File: src/rtl/alu_multicycle_if.sv
// alu_multicycle_if: start/busy/done handshake and operand/result bus of the
// multi-cycle execute-stage ALU. The core controller drives the master side.
interface alu_multicycle_if #(
    parameter int WIDTH = 64
);
    logic             start;
    logic [3:0]       ALUOp;
    logic [WIDTH-1:0] a;
    logic [WIDTH-1:0] b;
    logic             busy;
    logic             done;
    logic [WIDTH-1:0] Result;
    logic             zero;

    modport master (
        output start, ALUOp, a, b,
        input  busy, done, Result, zero
    );

    modport slave (
        input  start, ALUOp, a, b,
        output busy, done, Result, zero
    );
endinterface

File: src/rtl/alu_multicycle.sv
// alu_multicycle: registered execute-stage ALU. Logic/arithmetic ops answer
// one cycle after start; with ALU_MULDIV_EN defined, unsigned MUL/DIVU/REMU
// run iteratively for WIDTH cycles (shift-add multiply, restoring divide).
// Without ALU_MULDIV_EN those opcodes decode as illegal and busy is tied low.
module alu_multicycle #(
    parameter int WIDTH = 64,
    parameter int CNT_W = $clog2(WIDTH + 1)
) (
    input  logic             clk,
    input  logic             reset,
    alu_multicycle_if.slave  bus
);

    localparam logic [3:0] OP_AND  = 4'b0000;
    localparam logic [3:0] OP_OR   = 4'b0001;
    localparam logic [3:0] OP_ADD  = 4'b0010;
    localparam logic [3:0] OP_SUB  = 4'b0110;
    localparam logic [3:0] OP_NOR  = 4'b1100;
    localparam logic [3:0] OP_SLTU = 4'b1000;

`ifdef ALU_MULDIV_EN
    localparam logic [3:0] OP_MUL  = 4'b0011;
    localparam logic [3:0] OP_DIVU = 4'b0100;
    localparam logic [3:0] OP_REMU = 4'b0101;
    localparam logic [CNT_W-1:0] LAST_ITER = CNT_W'(WIDTH - 1);

    typedef enum logic [1:0] {IDLE, RUN, DONE} state_t;
`else
    typedef enum logic [0:0] {IDLE, DONE} state_t;
`endif

    state_t           state;
    logic             done_q;
    logic [WIDTH-1:0] result_q;
    logic             zero_q;
    logic [WIDTH-1:0] sc_result;
    logic             sc_zero;

`ifdef ALU_MULDIV_EN
    logic             busy_q;
    logic [CNT_W-1:0] cnt;
    logic             is_iter;
    logic             mode_mul;
    logic             mode_rem;
    // acc: product or partial remainder; xr: multiplier or dividend/quotient;
    // yr: multiplicand or divisor.
    logic [WIDTH-1:0] acc;
    logic [WIDTH-1:0] xr;
    logic [WIDTH-1:0] yr;
    logic [WIDTH-1:0] mul_acc_nx;
    logic [WIDTH:0]   div_shift;
    logic [WIDTH:0]   div_diff;
    logic             div_ge;
    logic [WIDTH-1:0] rem_nx;
    logic [WIDTH-1:0] quo_nx;
    logic [WIDTH-1:0] fin;
`endif

    // Single-cycle result and flag from the operands presented with start.
    always_comb begin
        sc_result = '0;
        case (bus.ALUOp)
            OP_AND:  sc_result = bus.a & bus.b;
            OP_OR:   sc_result = bus.a | bus.b;
            OP_ADD:  sc_result = bus.a + bus.b;
            OP_SUB:  sc_result = bus.a - bus.b;
            OP_NOR:  sc_result = ~(bus.a | bus.b);
            OP_SLTU: sc_result = bus.a - bus.b;
            default: sc_result = '0;
        endcase
        sc_zero = (bus.ALUOp == OP_SLTU) ? (bus.a < bus.b) : (sc_result == '0);
    end

`ifdef ALU_MULDIV_EN
    // One shift-add / restoring-divide step, plus the final result mux.
    always_comb begin
        is_iter    = (bus.ALUOp == OP_MUL) || (bus.ALUOp == OP_DIVU) ||
                     (bus.ALUOp == OP_REMU);
        mul_acc_nx = acc + (xr[0] ? yr : '0);
        div_shift  = {acc, xr[WIDTH-1]};
        div_ge     = (div_shift >= {1'b0, yr});
        div_diff   = div_shift - {1'b0, yr};
        rem_nx     = div_ge ? div_diff[WIDTH-1:0] : div_shift[WIDTH-1:0];
        quo_nx     = {xr[WIDTH-2:0], div_ge};
        fin        = mode_mul ? mul_acc_nx : (mode_rem ? rem_nx : quo_nx);
    end
`endif

    // Handshake FSM with registered outputs; a new start is taken in IDLE or DONE.
    always_ff @(posedge clk or posedge reset) begin
        if (reset) begin
            state    <= IDLE;
            done_q   <= 1'b0;
            result_q <= '0;
            zero_q   <= 1'b0;
`ifdef ALU_MULDIV_EN
            busy_q   <= 1'b0;
            cnt      <= '0;
            mode_mul <= 1'b0;
            mode_rem <= 1'b0;
            acc      <= '0;
            xr       <= '0;
            yr       <= '0;
`endif
        end else begin
            case (state)
`ifdef ALU_MULDIV_EN
                RUN: begin
                    cnt <= cnt + CNT_W'(1);
                    if (mode_mul) begin
                        acc <= mul_acc_nx;
                        xr  <= xr >> 1;
                        yr  <= yr << 1;
                    end else begin
                        acc <= rem_nx;
                        xr  <= quo_nx;
                    end
                    if (cnt == LAST_ITER) begin
                        result_q <= fin;
                        zero_q   <= (fin == '0);
                        done_q   <= 1'b1;
                        busy_q   <= 1'b0;
                        state    <= DONE;
                    end
                end
`endif
                default: begin
                    done_q <= 1'b0;
                    state  <= IDLE;
                    if (bus.start) begin
`ifdef ALU_MULDIV_EN
                        if (is_iter) begin
                            mode_mul <= (bus.ALUOp == OP_MUL);
                            mode_rem <= (bus.ALUOp == OP_REMU);
                            acc      <= '0;
                            cnt      <= '0;
                            xr       <= (bus.ALUOp == OP_MUL) ? bus.b : bus.a;
                            yr       <= (bus.ALUOp == OP_MUL) ? bus.a : bus.b;
                            busy_q   <= 1'b1;
                            state    <= RUN;
                        end else begin
                            result_q <= sc_result;
                            zero_q   <= sc_zero;
                            done_q   <= 1'b1;
                            state    <= DONE;
                        end
`else
                        result_q <= sc_result;
                        zero_q   <= sc_zero;
                        done_q   <= 1'b1;
                        state    <= DONE;
`endif
                    end
                end
            endcase
        end
    end

`ifdef ALU_MULDIV_EN
    assign bus.busy = busy_q;
`else
    assign bus.busy = 1'b0;
`endif
    assign bus.done   = done_q;
    assign bus.Result = result_q;
    assign bus.zero   = zero_q;

endmodule
File: src/flat_wrapper.sv
// flat-port wrapper written by rule: the top's interface ports become plain ports
module alu_multicycle_flat 
#(
    parameter int WIDTH = 64,
    parameter int CNT_W = $clog2(WIDTH + 1)
)
  (clk, reset, bus_start, bus_ALUOp, bus_a, bus_b, bus_busy, bus_done, bus_Result, bus_zero);
  alu_multicycle_if #(.WIDTH(WIDTH)) bus_i ();
  input  logic clk;
  input  logic reset;
  input wire logic [$bits(bus_i.start)-1:0] bus_start;
  input wire logic [$bits(bus_i.ALUOp)-1:0] bus_ALUOp;
  input wire logic [$bits(bus_i.a)-1:0] bus_a;
  input wire logic [$bits(bus_i.b)-1:0] bus_b;
  output wire logic [$bits(bus_i.busy)-1:0] bus_busy;
  output wire logic [$bits(bus_i.done)-1:0] bus_done;
  output wire logic [$bits(bus_i.Result)-1:0] bus_Result;
  output wire logic [$bits(bus_i.zero)-1:0] bus_zero;
  assign bus_i.start = bus_start;
  assign bus_i.ALUOp = bus_ALUOp;
  assign bus_i.a = bus_a;
  assign bus_i.b = bus_b;
  assign bus_busy = bus_i.busy;
  assign bus_done = bus_i.done;
  assign bus_Result = bus_i.Result;
  assign bus_zero = bus_i.zero;
  alu_multicycle #(.WIDTH(WIDTH), .CNT_W(CNT_W)) u_core (.clk(clk), .reset(reset), .bus(bus_i));
endmodule
File: config.mk
export PLATFORM = sky130hd
export DESIGN_NAME = alu_multicycle_flat
export DESIGN_NICKNAME = d
export VERILOG_FILES = /design/src/rtl/alu_multicycle_if.sv /design/src/rtl/alu_multicycle.sv /design/src/flat_wrapper.sv
export SDC_FILE = /design/constraint.sdc
export NUM_CORES = 1
export LEC_CHECK = 0
export ABC_CLOCK_PERIOD_IN_PS = 2100
export CAP_MARGIN = 5
export CORE_ASPECT_RATIO = 1.4
export CORE_MARGIN = 5
export CORE_UTILIZATION = 30
export CTS_CLUSTER_DIAMETER = 100
export DETAILED_ROUTE_END_ITERATION = 8
export GPL_TIMING_DRIVEN = 0
export PLACE_DENSITY = 0.57
export SLEW_MARGIN = 20
export SYNTH_ARGS = -nofsm -noshare
export SYNTH_HDL_FRONTEND = slang
export SYNTH_SLANG_ARGS = --single-unit
File: constraint.sdc
create_clock -name clk -period 2.1 [get_ports clk]
set_clock_uncertainty 0.05 [all_clocks]
set_input_delay 0.21 -clock clk [delete_from_list [all_inputs] [get_ports clk]]
set_output_delay 0.21 -clock clk [all_outputs]
set_load 0.02 [all_outputs]
==> summary.md, run 1 <==
| Metric | Value |
|---|---|
| Clock sink count | 66 |
| Number of flops mapped to enable cells by yosys | 0 |
| Reg2Reg Setup Slack | 1.22 ns |
| PwrDens | roughly 440 nW/µm² |
| Design area | 25630 µm² |
| Status | finished, violations left |
| Clk buf depth | 2 |
| Vias in the first global route | a little over 20000 |
| Setup TNS | -46.80 ns |
| Tot Pwr | 0.01118 W |
| Post-DP HPWL | just over 70000 µm |
| Grt ovf | 0 |
| Setup ws final | -1.670 ns |
| # setup viols final | 60 |
| Layout cells sized above 1 | around 44% |
| RePlAce Congestion | between 1 and 1.5 |
| Worst-path clk slew | about 0.060 ns |
| RSZ-0062 raised after global routing | true |
| CTS tree | built |
| Layout Cells excl Fill | 3252 |
| Core footprint | roughly 50000 µm² |
| Cell row count | just under 100 |
| Total wire length | ~93000 µm |
| Starting density of the core | 30.28% |
| Synth warnings | 0 |
| Num CTS Buffers | 9 |
| Most common flop cell mapped by yosys | dfrtp_1 |
| Max_cap viols | 0 |
| Failing checks | setup timing |
| Least-Margin Pin Slew | between 1 and 1.5 ns |
| Crit path max fanout | 6 |
| Mapped Nets | approximately 2500 |
| Static Leak | between 10 and 15 nW |
| Placed Instances | 2954 |
| Critical path launch point type | primary input |
| Die height | 276.1 µm |
| First-pass GRT wire length | ~130000 µm |
| Seq. cell area | roughly 1700 µm² |
| Vias | roughly 20000 |
| Vias per inst | 6.206 |
| Required time worst endpoint | ~2.3 ns |
| Post-Syn Instances | about 2100 |
| CP endpoint kind | flip-flop |
| Dpl cell area | about 19000 µm² |
| Clk_lat worst skew | 0.33 ns |
| Crit path arrival time | about 4.0 ns |
| Post-route ant nets | 0 |
| CTS root buf | clkbuf_16 |
| Pin count of the biggest net entering global routing | 49 |
| Final Hold Viols | 0 |
| FF+latch count, synth | 66 |
| Register area share after synthesis | a little over a tenth |
| Die Wd | approximately 200 µm |
| 1st-iter DRT viols | roughly 1500 |
| DR pass1 iterations | 7 |
| Worst hold-check path type | primary input to async pin |
| Final period util | 179.5% |
| Initial antenna violation count | 6 |
| Final min period | ~3.8 ns |
| Synth-to-Final Area Change | 68.90% |
| Asr flop ratio synth | 100.0% |
| Global-route usage over all layers | between 30% and 40% |
| Die area | 55250 µm² |
| Area of the multi-input gates | 16290 µm² |
| Syn_area_per_cell | ~7.2 µm² |
| Port Buf Inserts | 200 |
| Layout Nets | between 2000 and 3000 |
| Worst vdd ir | 0.4478 mV |
| Max-slew violations | 0 |
| Fmax achieved | between 200 and 300 MHz |
| Htree depth | 3 |
| Slew headroom | 27.83% |
| Yosys cell types | 106 |
| I/O pins | approximately 200 |
| Filler Cell Count | a little under 5000 |
| Synthesized area | 15180 µm² |
| Post-route DRC | 0 |
| Cts hold-fix bufs | 0 |
| Kind of critical path | primary input to flip-flop |
| DR WL/cell | roughly 29 µm |
-- synth_stat cells (13+ instances only) --
cell type  count  share of area, %
mux2_2        26               1.9
nand2_1      115               2.8
buf_4         13              0.64
nor4_1        36               1.5
o21bai_1      18              0.89
nand2b_1      19              0.78
a211oi_1      29               1.4
nor3_1        44               1.5
a31oi_1       24              0.99
inv_1        191               4.7
or3_1         14              0.58
o21a_1        15              0.74
o21ai_0       68               2.2
a21oi_1      241               7.9
nor2b_1       16              0.66
clkbuf_1      60               1.5
dfrtp_1       66                11
xnor2_1       13              0.75
nand3_1       34               1.1
o21ai_1       15              0.49
nand4_1       50               2.1
nor2_1       238               5.9
or2_2         16              0.66
o221ai_1      13              0.75
a221oi_1      40               2.3
o31ai_1       42               2.1
a211o_1       13              0.75
and2_1        13              0.54
ha_1         209                17
o211ai_1      25               1.2
a21o_1        26               1.3
a221o_1       45               3.0
buf_2         43               1.4
-- final timing paths --
path                                       start                     to  cells past startpoint
max reg2reg                u_core.bus.Result[29]  u_core.bus.Result[29]                      2
max                                     bus_a[0]        u_core.bus.zero                     18
min in group clk                       bus_start        u_core.bus.done                      1
min                                        reset  u_core.bus.Result[19]                      2
max in group asynchronous                  reset  u_core.bus.Result[63]                      3
min reg2reg                u_core.bus.Result[44]  u_core.bus.Result[44]                      1
-- per-layer routing --
layer	vias up	wire, µm	track usage [%]
met5	-	32	0
met2	1006	46340	57.31
met3	468	5214	4.774
met1	9796	31090	32.17
li1	8907	-	-
met4	4	10800	26.68
-- flip-flops by register name, summed over array words and instances (netlist names) --
| register | flops |
|---|---|
| u_core.bus.zero | 1 |
| u_core.bus.done | 1 |
| u_core.bus.Result | 64 |
-- logic make-up (layout without fill, tap and decap cells) --
group           after synthesis  count (layout)  synth area share [%]
compound gates              791             791                 37.38
xor+xnor                     13              13                0.7502
fa+ha+maj                   211             211                 17.49
buf+inv                     328             823                 8.838
flops                        66              66                 10.88
mux                          38              38                 2.721
other cells                   1               5               0.02471
simple gates                662             662                 21.91
-- area by class of cell --
type                            instances  area share [%]
Buffer                                117           5.384
Multi-Input combinational cell       1716           63.56
Timing Repair Buffer                  490           16.68
Clock buffer                           10          0.9323
Inverter                              200           3.470
Tap cell                              643           3.138
Clock inverter                          6          0.3514
Antenna cell                            4         0.03905
Sequential cell                        66           6.443
-- critical path: stages --
cell and delay (ns):
buf_8 0.10, ha_4 0.15, fa_2 0.34, a21o_1 0.20, a221o_2 0.45, buf_6 0.16
a2bb2oi_4 0.14, buf_12 0.14, a211oi_4 0.07, o31ai_4 0.31, a31oi_4 0.18, a221o_1 0.39
a221o_1 0.36, a21oi_2 0.22, nor2b_2 0.18, and4_1 0.17, nand4_1 0.07, o21ai_1 0.13
-- cells in the final DEF (no fill, tap or decap), types with 23 or more instances in the layout --
master and count:
buf_4 262, nor2_1 210, ha_1 152, a21oi_1 133
inv_1 107, clkdlybuf4s50_1 101, nand2_1 98, dfrtp_1 66
inv_2 63, a21oi_2 62, a21oi_4 54, ha_4 51
buf_6 50, nand4_1 50, a221o_1 43, o21ai_0 33
dlygate4sd2_1 32, buf_8 31, clkbuf_2 28, o21ai_2 26
nand3_1 26, o211ai_1 25, a21o_1 24, buf_12 23
-- metrics by stage --
step / util (%) / hold slack [ns] / setup slack, ns
floorplan: - / 0.1914 / -1.190
global placement: 38.03 / 0.4463 / -4.272
detailed placement: 38.12 / 0.4446 / -4.149
CTS: 48.41 / 0.1255 / -1.678
global route: 51.13 / 0.1444 / -1.776
finish: 51.14 / 0.1300 / -1.670
-- repair_timing --
| item | CTS | global route |
|---|---|---|
| endpoints found under the setup margin | 65 | 60 |
| setup buffers | 202 | 88 |
| pin swaps | 206 | 137 |
| cloned | 1 | 1 |
| resized for setup | 968 | 262 |
-- power breakdown --
group	internal [W]	switching (W)
Clock	0.00107	0.000577
Sequential	0.00147	0.000145
Combinational	0.00334	0.00458
Total	0.00588	0.00530
Power figures use the tool's default switching activity.
==> run 2: changes to the inputs <==
--- a/config.mk
+++ b/config.mk
@@ -5,7 +5,7 @@
 export SDC_FILE = /design/constraint.sdc
 export NUM_CORES = 1
 export LEC_CHECK = 0
-export ABC_CLOCK_PERIOD_IN_PS = 2100
+export ABC_CLOCK_PERIOD_IN_PS = 4100
 export CAP_MARGIN = 5
 export CORE_ASPECT_RATIO = 1.4
 export CORE_MARGIN = 5
==> constraint.sdc (replaced) <==
create_clock -name clk -period 4.1 [get_ports clk]
set_clock_uncertainty 0.05 [all_clocks]
set_input_delay 0.41 -clock clk [delete_from_list [all_inputs] [get_ports clk]]
set_output_delay 0.41 -clock clk [all_outputs]
set_load 0.02 [all_outputs]
==> run 2 against run 1 <==
Net effect: the run still ends with setup timing left; utilization fell by 6.3 points; sequential cell count did not move; largest cell class unchanged; wire length fell by 1.5%; count of clock-buffer cells in the layout fell by 1; sequential power fell by 49%; sequential share of layout area rose by 0.91 points; combinational power fell by 56%; via count fell by 4.8%; clock power fell by 49%; first-iteration DRC count fell by 11%; hold slack improved by 0.16 ns.
==> summary.md, run 2 (synthesis results as in run 1) <==
| Metric | Value |
|---|---|
| Status | finished, violations left |
| Failing checks | setup timing |
| Worst hold-check path type | primary input to async pin |
| Starting density of the core | 30.28% (unchanged) |
| Post-DP HPWL | 73830 µm (+2.4%) |
| Max-slew violations | 0 (unchanged) |
| Worst vdd ir | 0.1958 mV (-56%) |
| Final Hold Viols | 0 (unchanged) |
| Cell row count | 97 (unchanged) |
| Layout Nets | 2792 (-5.2%) |
| Port Buf Inserts | 200 (unchanged) |
| Die Wd | 200.1 µm (unchanged) |
| Critical path launch point type | primary input |
| Final min period | about 4.2 ns |
| Clk buf depth | 2 (unchanged) |
| Reg2Reg Setup Slack | 3.18 ns (+1.96 ns) |
| Filler Cell Count | 5058 (+5.2%) |
| Htree depth | 3 (unchanged) |
| Global-route usage over all layers | 31.47% (-0.66 points) |
| Setup TNS | -0.07722 ns (+46.72 ns) |
| Tot Pwr | 0.005151 W (-54%) |
| Finished Core Util | 44.81% (-6.3 points) |
| Most frequent cells in the layout | nor2_1 (221), a21oi_1 (171), ha_1 (167), inv_1 (160), buf_4 (148) |
| Pin count of the biggest net entering global routing | 54 (+10%) |
| Seq. cell area | 1652 µm² (unchanged) |
| Dpl cell area | 18050 µm² (-5.5%) |
| Die height | 276.1 µm (unchanged) |
| Kind of critical path | primary input to flip-flop |
| Static Leak | 9.296 nW (-10%) |
| Clk_lat worst skew | 0.33 ns (about the same) |
| First-pass GRT wire length | 129800 µm (-3.5%) |
| Synth-to-Final Area Change | 47.99% |
| Vias | 19220 (-4.8%) |
| Largest register FFs | 64 (unchanged) |
| CTS tree | built |
| Vias per inst | 6.209 (about the same) |
| Cts hold-fix bufs | 0 (unchanged) |
| Design area | 22460 µm² (-12%) |
| Area of the multi-input gates | 14810 µm² (-9.1%) |
| DR WL/cell | 29.76 µm (+3.5%) |
| I/O pins | 202 (unchanged) |
| Post-route ant nets | 0 (unchanged) |
| Final period util | 101.9% |
| Core footprint | 50120 µm² (unchanged) |
| Die area | 55250 µm² (unchanged) |
| Layout Cells excl Fill | 3095 (-4.8%) |
| Crit path arrival time | 4.34 ns (+0.36 ns) |
| Num CTS Buffers | 9 (unchanged) |
| Total wire length | 92090 µm (-1.5%) |
| PwrDens | 229.3 nW/µm² (-47%) |
| Least-Margin Pin Slew | 0.8886 ns (-0.1848 ns) |
| 1st-iter DRT viols | 1307 (-11%) |
| Layout cells sized above 1 | 29.50% (-15 points) |
| Vias in the first global route | 19250 (-6.7%) |
| RePlAce Congestion | 1.032 (+1.1%) |
| Max_cap viols | 0 (unchanged) |
| # setup viols final | 1 (-98%) |
| Slew headroom | 40.57% (+13 points) |
| Grt ovf | 0 (unchanged) |
| DR pass1 iterations | 7 (unchanged) |
| Post-route DRC | 0 (unchanged) |
| Fmax achieved | 239.4 MHz |
| Setup ws final | -0.07722 ns (+1.592 ns) |
| RSZ-0062 raised after global routing | true |
| Required time worst endpoint | 4.26 ns (+1.95 ns) |
| Placed Instances | 2955 (+0.034%) |
| Crit path max fanout | 10 (+4) |
| Worst-path clk slew | 0.06 ns (about the same) |
| CTS root buf | clkbuf_16 |
| Most common cell after layout, fill and taps aside | nor2_1 |
| Clock sink count | 66 (unchanged) |
| CP endpoint kind | flip-flop |
| Initial antenna violation count | 3 (-3) |
## run 2: cell count changes in the layout (fill, tap and decap cells not counted), moves of 26 or more
cell,change
buf_4,-114
inv_1,+53
clkdlybuf4s50_1,+41
a21oi_1,+38
inv_2,-30
dlymetal6s2s_1,+29
a21oi_4,-26
## run 2: critical path, stage by stage
cell,delay (ns)
clkdlybuf4s50_1,0.47
buf_2,0.24
or4bb_1,0.67
nand2_2,0.30
buf_4,0.34
buf_4,0.32
buf_4,0.30
clkbuf_4,0.31
nand2_1,0.09
mux2i_2,0.30
a2111oi_4,0.12
and4_1,0.26
nand4_1,0.09
o21ai_1,0.08
## run 2: per-stage QoR
step | hold WS (ns) | setup slack (ns)
6_report | 0.2931 | -0.07722
5_1_grt | 0.3024 | -0.1126
4_1_cts | 0.2902 | 0.00004530
3_5_place_dp | 0.4503 | -2.493
3_3_place_gp | 0.4451 | -2.542
2_1_floorplan | 0.3914 | 0.4865
## run 2: repair_timing
action	4_1_cts	5_1_grt
hold endpoints to repair	0	0
gates cloned	3	0
pin swaps	122	89
setup endpoints to repair	48	4
buffers inserted	90	42
gates resized for setup	548	205
## run 2: final cells by class
cell class	count	area share (%)
Antenna cell	1	0.01114
Clock buffer	9	1.003
Sequential cell	66	7.353
Tap cell	643	3.582
Timing Repair Buffer	337	14.06
Multi-Input combinational cell	1716	65.93
Clock inverter	7	0.4457
Inverter	200	3.443
Buffer	116	4.172
## run 2: worst paths after layout
| kind | start | to | cells after the start |
|---|---|---|---|
| max reg2reg | u_core.bus.Result[29] | u_core.bus.Result[29] | 2 |
| max | bus_ALUOp[2] | u_core.bus.zero | 14 |
| min in group clk | u_core.bus.Result[19] | u_core.bus.Result[19] | 1 |
| min reg2reg | u_core.bus.Result[19] | u_core.bus.Result[19] | 1 |
| max in group asynchronous | reset | u_core.bus.Result[44] | 3 |
| min | reset | u_core.bus.Result[19] | 2 |
## run 2: report_power, final
group | leakage (nW) | internal (W) | switching [W] | total [W]
sequential | 0.802 | 0.000753 | 0.0000726 | 0.000826
clock | 0.149 | 0.000536 | 0.000304 | 0.000840
combinational | 8.35 | 0.00136 | 0.00212 | 0.00348
## run 2: metal layers
metal,global-route usage [%],wire [µm],up-vias
li1,-,-,8557
met1,32.28,31680,9415
met2,56.64,45990,891
met3,3.349,4456,353
met4,25.16,9961,0
met5,0,0,-
